--- config.mk ---
export PLATFORM = sky130hd
export DESIGN_NAME = control_suma_16b
export DESIGN_NICKNAME = d
export VERILOG_FILES = /design/src/rtl/control_suma_16b.sv
export SDC_FILE = /design/constraint.sdc
export NUM_CORES = 1
export LEC_CHECK = 0
export CAP_MARGIN = 20
export CORE_ASPECT_RATIO = 1.4
export CORE_MARGIN = 2
export CORE_UTILIZATION = 45
export CTS_CLUSTER_SIZE = 14
export DETAILED_ROUTE_END_ITERATION = 10
export DONT_BUFFER_PORTS = 1
export GPL_TIMING_DRIVEN = 0
export HOLD_SLACK_MARGIN = 0.1
export PLACE_DENSITY = 0.61
export SLEW_MARGIN = 20
export SYNTH_ARGS = -nofsm -noshare
export SYNTH_HDL_FRONTEND = slang
export SYNTH_SLANG_ARGS = --single-unit
export TNS_END_PERCENT = 50
--- constraint.sdc ---
create_clock -name clk -period 3.15 [get_ports clk]
set_input_delay 0.63 -clock clk [delete_from_list [all_inputs] [get_ports clk]]
set_output_delay 0.63 -clock clk [all_outputs]
set_load 0.02 [all_outputs]
--- src/rtl/control_suma_16b.sv ---
// control_suma_16b: two-requester 16-bit adder built around one shared 4-bit
// ripple nibble adder. An addition takes four nibble cycles: accept, then
// ADD x4, then a one-cycle DONE pulse, then back to IDLE.
// Arbitration is round-robin; A has priority after reset.
// Optional build macro: SUMA_SATURACION_EN clamps suma to 16'hFFFF on carry-out.
module control_suma_16b (
  input  logic        clk,
  input  logic        rst_n,
  input  logic        req_a,
  input  logic        req_b,
  input  logic [15:0] num1_a,
  input  logic [15:0] num2_a,
  input  logic [15:0] num1_b,
  input  logic [15:0] num2_b,
  input  logic        cin_a,
  input  logic        cin_b,
  output logic        gnt_a,
  output logic        gnt_b,
  output logic        done_a,
  output logic        done_b,
  output logic [15:0] suma,
  output logic        cout,
  output logic        busy
);

  typedef enum logic [1:0] {IDLE, ADD, DONE} state_t;

  state_t      state_q, state_d;
  logic        owner_b_q, owner_b_d;  // current owner of the adder (1 = B)
  logic        last_b_q, last_b_d;    // last grant went to B
  logic [15:0] n1_q, n1_d, n2_q, n2_d;
  logic [15:0] acc_q, acc_d;          // partial sum, filled one nibble per cycle
  logic        carry_q, carry_d;
  logic [1:0]  nib_q, nib_d;
  logic [15:0] suma_q, suma_d;
  logic        cout_q, cout_d;

  logic [3:0]  nib_a, nib_b, nib_s;
  logic [4:0]  rc;
  logic        nib_co;
  logic [15:0] sum_full;
  logic        win_b;

  // The single shared 4-bit ripple adder on the selected operand nibble
  always_comb begin
    nib_a = n1_q[{nib_q, 2'b00} +: 4];
    nib_b = n2_q[{nib_q, 2'b00} +: 4];
    nib_s = '0;
    rc    = '0;
    rc[0] = carry_q;
    for (int i = 0; i < 4; i++) begin
      nib_s[i]  = nib_a[i] ^ nib_b[i] ^ rc[i];
      rc[i+1]   = (nib_a[i] & nib_b[i]) | (rc[i] & (nib_a[i] ^ nib_b[i]));
    end
    nib_co   = rc[4];
    sum_full = {nib_s, acc_q[11:0]};
  end

  // Next-state, operand capture, nibble sequencing and result latch
  always_comb begin
    state_d   = state_q;
    owner_b_d = owner_b_q;
    last_b_d  = last_b_q;
    n1_d      = n1_q;
    n2_d      = n2_q;
    acc_d     = acc_q;
    carry_d   = carry_q;
    nib_d     = nib_q;
    suma_d    = suma_q;
    cout_d    = cout_q;
    // B wins if alone, or if both request and A was granted last
    win_b     = req_b & (~req_a | ~last_b_q);
    case (state_q)
      IDLE: begin
        if (req_a | req_b) begin
          owner_b_d = win_b;
          last_b_d  = win_b;
          n1_d      = win_b ? num1_b : num1_a;
          n2_d      = win_b ? num2_b : num2_a;
          carry_d   = win_b ? cin_b  : cin_a;
          nib_d     = 2'd0;
          state_d   = ADD;
        end
      end
      ADD: begin
        acc_d[{nib_q, 2'b00} +: 4] = nib_s;
        carry_d = nib_co;
        nib_d   = nib_q + 2'd1;
        if (nib_q == 2'd3) begin
          state_d = DONE;
          cout_d  = nib_co;
`ifdef SUMA_SATURACION_EN
          suma_d  = nib_co ? 16'hFFFF : sum_full;
`else
          suma_d  = sum_full;
`endif
        end
      end
      DONE: state_d = IDLE;
      default: state_d = IDLE;
    endcase
  end

  // State registers; reset discards any operation in flight
  always_ff @(posedge clk or negedge rst_n) begin
    if (!rst_n) begin
      state_q   <= IDLE;
      owner_b_q <= 1'b0;
      last_b_q  <= 1'b1;
      n1_q      <= '0;
      n2_q      <= '0;
      acc_q     <= '0;
      carry_q   <= 1'b0;
      nib_q     <= 2'd0;
      suma_q    <= '0;
      cout_q    <= 1'b0;
    end else begin
      state_q   <= state_d;
      owner_b_q <= owner_b_d;
      last_b_q  <= last_b_d;
      n1_q      <= n1_d;
      n2_q      <= n2_d;
      acc_q     <= acc_d;
      carry_q   <= carry_d;
      nib_q     <= nib_d;
      suma_q    <= suma_d;
      cout_q    <= cout_d;
    end
  end

  assign busy   = (state_q != IDLE);
  assign gnt_a  = busy & ~owner_b_q;
  assign gnt_b  = busy &  owner_b_q;
  assign done_a = (state_q == DONE) & ~owner_b_q;
  assign done_b = (state_q == DONE) &  owner_b_q;
  assign suma   = suma_q;
  assign cout   = cout_q;

endmodule
==> reports/results.ini, run 1 <==
[setup_path]
rr_startpoint = nib_q[0]
critPathArrivalTime_ns = 3.24
cp_slowest_cell = mux4_2
r2r.worst_path.cells = 11
ff2ff_setup_slack_ns = 0.14
critical-path-max-stage-delay_ns = 0.54
crit_chain = buf_4, mux4_2, inv_1, fa_1, inv_1, fa_1, inv_1, fa_1, inv_1, fa_1, mux2_2
crit_path_start_kind = register
r2r_end = suma[15]
end_kind = register
crit_type = register to register
required_ns = 3.38
crit_fanout = 6

[yosys]
synth-seq-cells = 68
synthFlopType = dfrtp_1
syn_area_sq_mm = 0.00338
synth.area.top_cells = dfrtp_1 (50%), mux2i_1 (9.8%), o21ai_0 (5.8%), mux2_2 (5.7%), mux4_2 (5.3%)
synth_cells = 279
synth_top_area_cell = dfrtp_1
synth_edf_count = 0
ys_seq_area_share_pct = 50.3
synth_common_cells = dfrtp_1 (67), o21ai_0 (39), mux2i_1 (33)
synth.most_common_cell = dfrtp_1
synth_nets = 358
ys.warnings.count = 0
synth_cell_types = 34
synth_top_area_share_pct = 49.5
synthArstFlopShare_pct = 100
postSynthAreaPerCell_sq_um = 12.1

[cts]
clk_pin_slew_ns = 0.07
numCtsBuffers = 9
clock_latency_ns = 0.34
clock_sinks = 68
root_buffer = clkbuf_8
h-tree-depth = 3
postCtsSetupRepairBufs = 0
clock_path_buffers = 2
cts_tree = done

[die]
die_x_um = 77.3
placementRows = 37
initial_utilization_pct = 46.3
die_h_um = 107
dieArea_sq_mm = 0.00824
io_pins = 92
core_area_sq_mm = 0.00731

[power_and_ir_drop]
p_per_area_mw_per_mm2 = 1100
irDropWorstVdd_mv = 0.444
p_leak_nw = 1.68

[worst_hold_path]
hp-class = primary input to async pin

[grt]
grt_pass1_vias = 2314
grt_use_total_pct = 18.3
grt_max_degree = 68
grt_pass1_wl_um = 11500
overflow = 0
antenna_found_initial = 0

[place]
gp_congestion = 0.799
portBuffers = 0
dp_hpwl_um = 5160

[sta]
timing.final.crit_share_pct = 95.6
slew-limit-headroom_pct = 55.3
worst_pin_slew_ns = 0.669
finClkSkew_ns = 0.00963
rsz0062_at_grt = no
hold_viol = 0
holdWs_ns = 0.171
finalMaxSlewViolations = 0
min_period_ns = 3.01
tns_ns = 0
max_freq_mhz = 332
setup_viol = 0

[detailed_routing]
wirelength_um = 6960
num_vias = 2202
viasPerCell = 5.60
avgRoutedWirePerCell_um = 17.7
drt-initial-drc-count = 55
dr.pass1.iters = 4
drc = 0
postRouteAntennaNets = 0

[final_layout]
drive_above_1_share_pct = 21.3
areaGrowthSynthToFinish_pct = 9.72
num-fill-cells = 695
nNetsFinal = 371
antenna_cells = 0

[status]
status = completed

[flow_run]
drv_cap = 0

[sequential cells by signal (all words and copies together) (netlist names), 2 cells and up]
name / flops
acc_q: 12
n1_q: 16
n2_q: 16
nib_q: 2
state_q: 2
suma: 16
[metrics by stage]
stage	power, W	instances	cell area, sq um	utilization (%)	worst slack [ns]
after global routing	0.00441	393	3710	50.8	0.00202
after global placement	0.00344	376	3510	47.9	-0.0375
final	0.00409	393	3710	50.8	0.140
after floorplan	0.00296	279	3380	-	0.350
after detailed placement	0.00349	376	3510	47.9	-0.0757
after CTS	0.00414	392	3700	50.6	0.135
[area by class of cell]
type,instances,area [sq um],share of cell area [%]
timing repair buffer,2,37.5,1.01
clock inverter,2,10.0,0.270
multi-input combinational,178,1510,40.5
tap,97,121,3.27
clock buffer,13,159,4.28
buffer,19,125,3.37
sequential,68,1700,45.9
inverter,14,52.6,1.42
[layer usage]
layer	vias up	track usage [%]	wire length [um]	part of all wire [%]
li1	1032	-	-	-
met1	1090	21.8	2910	42
met2	67	31.1	3590	52
met3	13	4.21	287	4.1
met4	0	9.18	168	2.4
met5	-	0	0	0
[cells by family (layout without fill, tap and decap cells)]
logic type               Yosys count  after routing  share of synthesized area, %
adder cells (fa/ha/maj)            9              9                          4.21
multiplexers                      58             58                          20.7
AO/OA/AOI/OAI                     86             86                          14.4
AND/OR/NAND/NOR                   25             25                          5.10
flip-flops                        68             68                          50.3
buffers and inverters             33             50                          5.21
[power by group]
group          internal, W  leakage [nW]  switching [W]
clock             0.000322        0.0893       0.000304
sequential         0.00126         0.870       0.000314
combinational     0.000810         0.721        0.00107
[worst max-delay path: cells and delay by family (launching register included)]
family,cells,cell delay [ns]
adder cells (fa/ha/maj),4,1.20
multiplexers,2,0.84
buffers and inverters,5,0.47
flip-flops,1,0.39
[cell usage in the layout, fill, tap and decap left out, types with 3 or more instances in the layout]
master	instances
nor2_2	3
mux2i_1	33
mux4_2	8
o21ai_0	39
mux2_2	17
clkbuf_1	7
clkbuf_2	4
ha_1	5
o211ai_1	3
clkbuf_8	11
nand2_1	6
buf_6	5
a22o_1	10
inv_1	13
o21ai_1	31
nand3b_1	3
dfrtp_1	67
fa_1	4
buf_2	3
[what timing repair did]
item                                   in CTS  in global routing
endpoints found under the hold margin      67                  1
setup endpoints to repair                   4                  0
hold buffers                                1                  1
gates resized for setup                     1                  0
[worst max path at each step]
| stage | start | endpoint | slack (ns) | cells after the start |
|---|---|---|---|---|
| finish | nib_q[0] | suma[15] | 0.14 | 11 |
| global route | nib_q[0] | suma[15] | 0.002 | 11 |
| CTS | nib_q[0] | suma[15] | 0.13 | 11 |
| detailed placement | nib_q[1] | suma[15] | -0.08 | 11 |
| global placement | nib_q[1] | suma[15] | -0.04 | 11 |
| floorplan | nib_q[1] | suma[15] | 0.35 | 11 |
No activity file was read; power rests on OpenSTA's default activity.
==> inputs of run 2 (changes only) <==
==> constraint.sdc (replaced) <==
create_clock -name clk -period 3.15 [get_ports clk]
set_input_delay 0.4725 -clock clk [delete_from_list [all_inputs] [get_ports clk]]
set_output_delay 0.4725 -clock clk [all_outputs]
set_load 0.02 [all_outputs]
==> run 2 against run 1 <==
Effect of this change:
- flip-flop and latch count unchanged
- setup slack improved by 0.0079 ns
- first-iteration DRC count increased by 7.3%
- utilization unchanged
- sequential share of layout area unchanged
- total power about the same
- combinational power about the same
- non-clock buffer count unchanged
- register-to-register slack about the same
- clock-buffer cell count unchanged
- cell count unchanged
- hold slack improved by 0.14 ns
- largest cell class unchanged
- largest power group unchanged
- highest routed layer unchanged
==> reports/results.ini, run 2 (synthesis gave the netlist of run 1 again) <==
[setup_path]
crit_path_start_kind = register
r2r_end = suma[15]
required_ns = 3.38
rr_startpoint = nib_q[0]
end_kind = register
ff2ff_setup_slack_ns = 0.15
crit_type = register to register
r2r.worst_path.cells = 11
critPathArrivalTime_ns = 3.24
crit_fanout = 6

[detailed_routing]
dr.pass1.iters = 4
wirelength_um = 6950
avgRoutedWirePerCell_um = 17.7
postRouteAntennaNets = 0
drc = 0
num_vias = 2219
viasPerCell = 5.65
drt-initial-drc-count = 59

[place]
dpl_worst_slack_ns = -0.0757
portBuffers = 0
gp_congestion = 0.799
dp_hpwl_um = 5160

[final_layout]
antenna_cells = 0
areaGrowthSynthToFinish_pct = 9.72
nNetsFinal = 371
layout_common_cells = dfrtp_1 (67), o21ai_0 (39), mux2i_1 (33), o21ai_1 (31), mux2_2 (17)
final_common_cell = dfrtp_1
num-fill-cells = 695
drive_above_1_share_pct = 21.3

[status]
status = completed

[die]
die_x_um = 77.3
io_pins = 92
core_area_sq_mm = 0.00731
dieArea_sq_mm = 0.00824
die_h_um = 107
initial_utilization_pct = 46.3
placementRows = 37

[sta]
holdWs_ns = 0.311
hold_viol = 0
finClkSkew_ns = 0.0101
worst_slack_ns = 0.147
min_period_ns = 3.00
timing.final.crit_share_pct = 95.3
max_freq_mhz = 333
worst_pin_slew_ns = 0.669
setup_viol = 0
finalMaxSlewViolations = 0
rsz0062_at_grt = no
slew-limit-headroom_pct = 55.3

[cts]
clk_pin_slew_ns = 0.07
numCtsBuffers = 9
clock_latency_ns = 0.34
root_buffer = clkbuf_8
cts_tree = done
clock_sinks = 68
h-tree-depth = 3
clock_path_buffers = 2

[grt]
grt_util_met3_pct = 4.04
grt_use_met2_pct = 31.1
grt_pass1_vias = 2324
antenna_found_initial = 0
use_met1_pct = 21.5
busiest_layer = met2
grt_use_total_pct = 18.2
grt_pass1_wl_um = 11400
overflow = 0
grt_max_degree = 69

[power_and_ir_drop]
p_leak_nw = 1.68
p_per_area_mw_per_mm2 = 1100
power_w = 0.00408
irDropWorstVdd_mv = 0.442

[worst_hold_path]
holdPathEnd = n1_q[13]
worst_hold_startpoint = num1_a[13]
hp-class = primary input to register
min_path_cells = 2

[flow_run]
drv_cap = 0

run 2: cell counts in the layout (fill, tap and decap cells not counted):
No cell type changed its count.
run 2: area by class of cell:
type / instances / area [sq um] / share of cell area (%)
clock inverter: 2 / 10.0 / 0.270
sequential: 68 / 1700 / 45.9
clock buffer: 13 / 159 / 4.28
tap: 97 / 121 / 3.27
multi-input combinational: 178 / 1510 / 40.5
inverter: 14 / 52.6 / 1.42
timing repair buffer: 2 / 37.5 / 1.01
buffer: 19 / 125 / 3.37
run 2: how the worst max path moves through the flow:
stage / from / to / slack (ns) / cells after the start
after floorplan: nib_q[1] / suma[15] / 0.35 / 11
after global placement: nib_q[1] / suma[15] / -0.04 / 11
after detailed placement: nib_q[1] / suma[15] / -0.08 / 11
after CTS: nib_q[0] / suma[15] / 0.13 / 11
after global routing: nib_q[0] / suma[15] / 0.002 / 11
final: nib_q[0] / suma[15] / 0.15 / 11
run 2: critical path, stage by stage (launching register included):
cell     delay [ns]
dfrtp_1        0.39
buf_4          0.20
mux4_2         0.54
inv_1          0.09
fa_1           0.16
inv_1          0.05
fa_1           0.35
inv_1          0.07
fa_1           0.15
inv_1          0.05
fa_1           0.53
mux2_2         0.30
run 2: through the flow:
step	setup TNS, ns	util (%)	instances	cell area, sq um
2_1_floorplan	0	-	279	3380
4_1_cts	0	50.8	393	3710
6_report	0	50.8	393	3710
3_3_place_gp	-0.0375	47.9	376	3510
3_5_place_dp	-0.104	47.9	376	3510
5_1_grt	0	50.8	393	3710
run 2: metal layers:
metal  up-vias  part of all wire [%]
met4         0                   2.4
met5         -                     0
met2        67                    52
met1      1105                    42
li1       1034                     -
met3        13                   4.1
run 2: where the power goes:
group	internal [W]	switching, W	total, W
Combinational	0.000809	0.00107	0.00188
Sequential	0.00126	0.000314	0.00158
Clock	0.000322	0.000305	0.000628
Total	0.00239	0.00169	0.00408
run 2: timing repair:
item | CTS | global route
gates resized for setup | 1 | 0
endpoints found under the setup margin | 4 | 0
endpoints found under the hold margin | 68 | 0
buffers inserted | 0 | 0
hold buffers | 2 | 0
